### src/rtl/dma_engine.sv
// dma_engine: word-granular memory-to-memory DMA controller.
// It is a bus slave with four registers, CTRL, SRC, DST and LEN, selected by addr[1:0].
// It is also a bus master: it copies LEN words from SRC to DST, one read then one write per word.
// It raises irq when the transfer completes, provided IE is set.
// Optional build macro DMA_YIELD_EN: between words the bus request is dropped for one cycle,
// and the engine re-arbitrates so other masters can get the bus.
module dma_engine #(
    parameter int LEN_W = 16
) (
    input  logic             clk,
    input  logic             reset,
    input  logic             cs_,
    input  logic             as_,
    input  logic             rw,
    input  logic [29:0]      addr,
    input  logic [31:0]      wr_data,
    output logic [31:0]      rd_data,
    output logic             rdy_,
    output logic             bus_req_,
    input  logic             bus_grnt_,
    output logic [29:0]      bus_addr,
    output logic             bus_as_,
    output logic             bus_rw,
    output logic [31:0]      bus_wr_data,
    input  logic [31:0]      bus_rd_data,
    input  logic             bus_rdy_,
    output logic             irq
);

    localparam logic READ  = 1'b1;
    localparam logic WRITE = 1'b0;

    typedef enum logic [2:0] {IDLE, REQ, RD, WR, NEXT} state_t;

    state_t           r_state, w_next;
    logic [29:0]      r_src, r_dst;
    logic [LEN_W-1:0] r_len;
    logic [31:0]      r_data;
    logic             r_ie, r_done, r_irq;
    logic [31:0]      r_rd_data;
    logic             r_rdy_n;

    logic w_sel, w_wr, w_rd, w_busy, w_start, w_go, w_last, w_bus_ack;

    assign w_sel     = !cs_ && !as_;
    assign w_wr      = w_sel && (rw == WRITE);
    assign w_rd      = w_sel && (rw == READ);
    assign w_busy    = (r_state != IDLE);
    // START is honoured only from idle; a START with LEN=0 just flags DONE
    assign w_start   = w_wr && (addr[1:0] == 2'd0) && wr_data[0] && !w_busy;
    assign w_go      = w_start && (r_len != '0);
    assign w_last    = (r_state == NEXT) && (r_len == LEN_W'(1));
    // slave ready only counts while we own the bus and strobe it
    assign w_bus_ack = !bus_rdy_ && !bus_grnt_;

    assign rd_data = r_rd_data;
    assign rdy_    = r_rdy_n;
    assign irq     = r_irq;

    // state register
    always_ff @(posedge clk) begin
        if (reset) r_state <= IDLE;
        else       r_state <= w_next;
    end

    // next state and bus master outputs, decoded from state
    always_comb begin
        w_next      = r_state;
        bus_req_    = 1'b1;
        bus_as_     = 1'b1;
        bus_rw      = READ;
        bus_addr    = '0;
        bus_wr_data = '0;
        case (r_state)
            IDLE: if (w_go) w_next = REQ;
            REQ: begin
                bus_req_ = 1'b0;
                if (!bus_grnt_) w_next = RD;
            end
            RD: begin
                bus_req_ = 1'b0;
                bus_as_  = 1'b0;
                bus_addr = r_src;
                if (w_bus_ack) w_next = WR;
            end
            WR: begin
                bus_req_    = 1'b0;
                bus_as_     = 1'b0;
                bus_rw      = WRITE;
                bus_addr    = r_dst;
                bus_wr_data = r_data;
                if (w_bus_ack) w_next = NEXT;
            end
            NEXT: begin
`ifdef DMA_YIELD_EN
                // drop the request for this one cycle unless this was the last word
                bus_req_ = !w_last;
                w_next   = w_last ? IDLE : REQ;
`else
                bus_req_ = 1'b0;
                w_next   = w_last ? IDLE : RD;
`endif
            end
            default: w_next = IDLE;
        endcase
    end

    // register file, slave response, transfer datapath and irq
    always_ff @(posedge clk) begin
        if (reset) begin
            r_src     <= '0;
            r_dst     <= '0;
            r_len     <= '0;
            r_data    <= '0;
            r_ie      <= 1'b0;
            r_done    <= 1'b0;
            r_irq     <= 1'b0;
            r_rd_data <= '0;
            r_rdy_n   <= 1'b1;
        end else begin
            r_rdy_n   <= !w_sel;
            r_rd_data <= '0;
            if (w_rd) begin
                case (addr[1:0])
                    2'd0:    r_rd_data <= {29'd0, r_done, r_ie, w_busy};
                    2'd1:    r_rd_data <= {2'b00, r_src};
                    2'd2:    r_rd_data <= {2'b00, r_dst};
                    default: r_rd_data <= 32'(r_len);
                endcase
            end
            if (w_wr) begin
                case (addr[1:0])
                    2'd0: begin
                        r_ie <= wr_data[1];
                        if (wr_data[2])               r_done <= 1'b0;
                        if (w_start && r_len == '0)  r_done <= 1'b1;
                    end
                    2'd1:    if (!w_busy) r_src <= wr_data[29:0];
                    2'd2:    if (!w_busy) r_dst <= wr_data[29:0];
                    default: if (!w_busy) r_len <= wr_data[LEN_W-1:0];
                endcase
            end
            if (r_state == RD && w_bus_ack) r_data <= bus_rd_data;
            if (r_state == NEXT) begin
                r_src <= r_src + 30'd1;
                r_dst <= r_dst + 30'd1;
                r_len <= r_len - LEN_W'(1);
                // completion wins over a same-cycle DONE clear
                if (w_last) r_done <= 1'b1;
            end
            r_irq <= r_done & r_ie;
        end
    end

endmodule

### config.mk
export PLATFORM = sky130hd
export DESIGN_NAME = dma_engine
export DESIGN_NICKNAME = d
export VERILOG_FILES = /design/src/rtl/dma_engine.sv
export SDC_FILE = /design/constraint.sdc
export NUM_CORES = 1
export LEC_CHECK = 0
export BUFFER_PORTS_ARGS = -buffer_cell sky130_fd_sc_hd__buf_2
export CAP_MARGIN = 20
export CORE_UTILIZATION = 50
export CTS_CLUSTER_SIZE = 12
export DETAILED_ROUTE_END_ITERATION = 10
export PLACE_DENSITY = 0.81
export SETUP_SLACK_MARGIN = 0.4
export SLEW_MARGIN = 0
export SYNTH_ARGS = -nofsm -noshare
export SYNTH_HDL_FRONTEND = slang
export SYNTH_SLANG_ARGS = --single-unit
### constraint.sdc
create_clock -name clk -period 6.6 [get_ports clk]
set_clock_uncertainty 0.15 [all_clocks]
set_input_delay 0.99 -clock clk [delete_from_list [all_inputs] [get_ports clk]]
set_output_delay 0.99 -clock clk [all_outputs]
set_load 0.1 [all_outputs]
# Yosys cells after proc, flatten, opt, wreduce, memory -nomap -nowiden
# Index checks and enable logic that the tools add are counted.
# Widths: inputs -> output; s select.
[classes] bitwise_logic=3 n_reduce_logical=34 muxes=29 addsub=3 n_div=0 n_lt_le_gt_ge=0 shift=0 mul=0 n_eq_ne=13
[op_table] cell="$mux 30" count=7
[op_table] cell="$pmux 30 s3" count=1
[op_table] cell="$mux 16" count=4
[op_table] cell="$add 30x1->30 const B" count=2
[op_table] cell="$pmux 30 s2" count=1
[op_table] cell="$mux 32" count=1
[op_table] cell="$eq 16x1->1 const B" count=1
[op_table] cell="$logic_not 16->1" count=1
[op_table] cell="$reduce_bool 16->1" count=1
[op_table] cell="$sub 16x1->16 const B" count=1
[op_table] cell="$pmux 3 s5" count=1
[op_table] cell="$mux 3" count=4
[op_table] cell="$logic_and 1x1->1" count=11
[op_table] cell="$mux 1" count=9
[op_table] cell="$reduce_and 3->1" count=3
[op_table] cell="$ne 2x2->1 const B" count=4
[op_table] cell="$eq 3x2->1 const B" count=2
[op_table] cell="$logic_not 1->1" count=6
[op_table] cell="$reduce_bool 2->1" count=3
[op_table] cell="$ne 2x1->1 const B" count=2
[op_table] cell="$reduce_and 4->1" count=1
[op_table] cell="$reduce_or 2->1" count=2
[op_table] cell="$reduce_or 4->1" count=1
[op_table] cell="$eq 3x1->1 const B" count=1
[op_table] cell="other kinds (11)" count=12
[word_totals] mem_bits_rw=0 inputBits=101 latch_bits=0 register_bits=147 word_cells=92 rom_bits=0 out_inout_bits=99 mem_count=0

# Depth between registers and ports, before layout
[logic_depth] ltp_word=12 ltp_mapped=8 mapped_depth_nobuf=6

# Least setup slack after synthesis
# OpenSTA, ideal clock, no wires.
[synth_timing] kind="reg2out" start="register r_state[1]" end="output bus_addr[15]" arrival_time_ns=2.958 setup_slack_ns=2.502 required_time_ns=5.460 stages_incl_launch_ff=6 n_path_buf=2 path_cell_list="dfxtp_1 > nor2b_1 > clkbuf_1 > inv_1 > clkbuf_1 > nor2_1"
[synth_via] elab_chain_len=2 word_cells_on_any_way=3
[synth_rtl] element="start, declared" line_no="35" text="state_t r_state, w_next;"
[synth_rtl] element="start signal, assigned" line_no="63" text="else r_state <= w_next;"
[synth_rtl] element="$eq 3x2->1" line_no="74" text="case (r_state)"
[synth_rtl] element="$pmux 30 s2 (*)" line_no="74"
[synth_rtl] element="end, declared" line_no="21" text="output logic [29:0] bus_addr,"
# Mark *: on every way between the ends. The rest lies on a longest branch, timed or not.

# Final worst setup path
[layout_timing] start="register r_state[2]" end="output bus_as_"
[layout_via] elab_chain_len=3 word_cells_on_any_way=4
[layout_rtl] element="$eq 3x2->1" line_no="74"
[layout_rtl] element="$reduce_or 2->1 (no source line) (*)"
[layout_rtl] element="$mux 1 (*)" line_no="74"
[layout_rtl] element="end, declared" line_no="22" text="output logic bus_as_,"
# Marked as above.

==> flow_summary_export.csv <==
group,metric,value,unit
place,hpwl,16.2,mm
hold_path,hold_path.class,"register to register",
synth,yosysTopAreaCellShare,36.4,%
synth,synthFlopType,"dfxtp_1",
global_routing,grt_pass1_wl,39.5,mm
synth,synth.largest_area_cell,"dfxtp_1",
sta,max_slew_margin,26.8,%
sta,slew_viol_final,0,
floorplan,die_h,128,um
route,drt-total-wl,24.9,mm
route,dr.pass1.iters,6,
floorplan,num_io_pins,200,
power,comb_power_share,6.3,%
cts,cts_setup_buffers,0,
floorplan,dieWidth,128,um
route,postRouteAntennaNets,0,
critical_path,crit_path_max_fanout,35,
synth,synth_edf_count,0,
cts,clk_latency,0.44,ns
power,swShare,26.1,%
route,drc,0,
synth,synth-seq-area-share,36.4,%
place,dpl_cell_area,8860,um2
critical_path,cp.required,5.46,ns
sta,period_needed,3.88,ns
cts,cts_tree,"built",
power,switching_power,0.520,mW
cts,cts_made_buffers,17,
route,viasPerCell,6.25,
global_routing,grt_usage,30.3,%
hold_path,hp-start,"r_data[31]",
cts,clock_sinks,145,
floorplan,rows,45,
critical_path,start_kind,"register",
sta,hold_violations,0,
route,vias,8651,
power,total_power,1.99,mW
global_routing,grt_pass1_vias,7691,
synth,postSynthCellCount,1051,
synth,synth_common_cells,"dfxtp_1 (145), nand2_1 (123), nor2_1 (118)",
cells_and_area,fillers,1370,
critical_path,cpLargestDelayFamily,"buffers and inverters",
synth,ys.warnings.count,0,
cts,clockBufferDepth,2,
cts,clk_pin_slew,0.07,ns
sta,rsz0062_at_grt,"no",
sta,worst_pin_slew,1.09,ns
power,intPower,1.47,mW
critical_path,critPathBufInv,4,
critical_path,worstSetupStartpoint,"r_state[2]",
critical_path,cp_cell_sequence,"nor2b_1 > buf_4 > inv_1 > buf_4 > buf_2",
cells_and_area,stdcell_area,9450,um2
cells_and_area,diodes,0,
route,wire_per_inst,18.0,um
cts,clock_tree.root_cell,"clkbuf_16",
power,ir_drop,194,uV
cts,cts_resized,0,
synth,ys_types,64,
cells_and_area,final_util,61.5,%
floorplan,coreArea,15400,um2
run,cap_violations,0,
global_routing,grt_overflow,0,
cts,cts_hold_buf,0,
cts,htreeDepth,4,
sta,finalCritPeriodShare,58.8,%
critical_path,slowest_stage,"dfxtp_1",
synth,async_flop_share,0,%
place,gp_congestion,0.920,
cells_and_area,synthToLayoutAreaGrowth,18.5,%
synth,yosysMostFrequentCell,"dfxtp_1",
critical_path,path_common_cell,"buf_4",
place,port_buffers,167,
synth,syn_area,7980,um2
power,power_leakage,3.64,nW
sta,fin_setup_tns,0,ns
status,status,"finished clean",
critical_path,critPathKind,"register to primary output",
sta,max_clock_freq,258,MHz
global_routing,grt_start_max_net_pins,64,
synth,ys_ff_latch,145,
cells_and_area,nets,1267,
critical_path,r2r_start,"r_state[0]",
route,dr.first_iter.drc_count,1071,
critical_path,cp.arrival,2.74,ns
critical_path,crit_path_end_kind,"primary output",
synth,synth.area.top_cells,"dfxtp_1 (36%), a21oi_1 (6.2%), nand2_1 (5.8%), nor2_1 (5.6%), a22oi_1 (4.2%)",
floorplan,dieArea,16500,um2
cells_and_area,drive_gt1_share,21.3,%
power,clockPowerShare,48.7,%
synth,avgSynthCellArea,7.59,um2
global_routing,antenna_found_initial,0,
sta,setup-violations-final,0,
floorplan,initial_core_util,51.9,%
power,p_seq_share,45.0,%
power,power_density,210,nW/um2
critical_path,crit_path_max_incr_delay,0.59,ns
[sequential cells by signal (all words and copies together), names as in the netlist]
name / count
rd_data: 30
r_len: 16
r_src: 30
r_state: 3
r_done: 1
rdy_: 1
r_dst: 30
r_data: 32
r_ie: 1
irq: 1
[stage by stage]
stage          hold slack, ns  worst slack [ns]  std cells
6_report                0.300              2.72       1385
3_5_place_dp            0.293              2.93       1352
5_1_grt                 0.315              2.58       1385
3_3_place_gp            0.288              3.03       1351
4_1_cts                 0.302              2.72       1384
2_1_floorplan           0.282              2.50       1052
[logic make-up after synthesis]
family          Yosys count  synth area share [%]
fa+ha+maj                 5                 0.784
mux                      48                  6.69
compound gates          297                  23.3
xor+xnor                  9                 0.988
flops                   145                  36.4
other cells               1                0.0470
buf+inv                 110                  5.30
simple gates            436                  26.6
[power by group through the flow]
stage,registers (mW),logic [mW],clock network (mW)
CTS,0.894,0.123,0.971
finish,0.895,0.125,0.970
global route,0.896,0.134,1.01
detailed placement,0.914,0.122,0
floorplan,0.912,0.0756,0
global placement,0.914,0.120,0
[worst paths after layout]
kind	end	slack [ns]	cells past startpoint
setup reg to reg	r_dst[14]	2.91	8
hold reg to reg	r_data[31]	0.30	2
setup / recovery	bus_as_	2.72	5
hold / removal	r_data[31]	0.30	2
[per-layer routing]
layer | track usage (%) | wire length (um)
met5 | 0 | 0
met2 | 47.7 | 11300
met1 | 39.3 | 10400
met4 | 15.8 | 807
met3 | 5.90 | 2410
[layout make-up]
| type | instances | area (um2) | share of cell area (%) |
|---|---|---|---|
| timing repair buffer | 183 | 960 | 10.2 |
| clock inverter | 14 | 148 | 1.56 |
| sequential | 145 | 2900 | 30.7 |
| clock buffer | 18 | 439 | 4.65 |
| tap | 211 | 264 | 2.79 |
| inverter | 17 | 63.8 | 0.675 |
| multi-input combinational | 797 | 4680 | 49.5 |
[worst reg2reg max path, cell delays in order, from the launching register on]
cell	delay, ns
dfxtp_2	0.87
buf_4	0.56
nor3b_2	0.10
buf_4	0.34
a31oi_1	0.85
buf_4	0.37
a311oi_1	0.08
a21oi_1	0.18
nor3_1	0.06
[cell usage in the layout, fill, tap and decap left out, types with 4 or more instances in the layout]
master / n
nor2_1: 118
inv_6: 4
a22oi_1: 45
o21ai_0: 55
o32ai_1: 4
nand4_1: 21
mux2i_1: 32
nor4_1: 15
mux2_2: 13
inv_1: 17
a21o_1: 7
nand3_1: 29
and4_1: 4
o31ai_1: 5
or4_1: 4
o22ai_1: 12
nor3_1: 23
nand2_1: 123
and2_1: 12
xor2_1: 7
a311oi_1: 8
or2_2: 4
buf_2: 166
a41oi_1: 7
a21oi_1: 99
clkbuf_16: 17
buf_4: 15
a31oi_1: 23
dfxtp_1: 144
and3_1: 50
ha_1: 5
nor2b_1: 4
or3_1: 8
(Power assumes the default switching activity.)
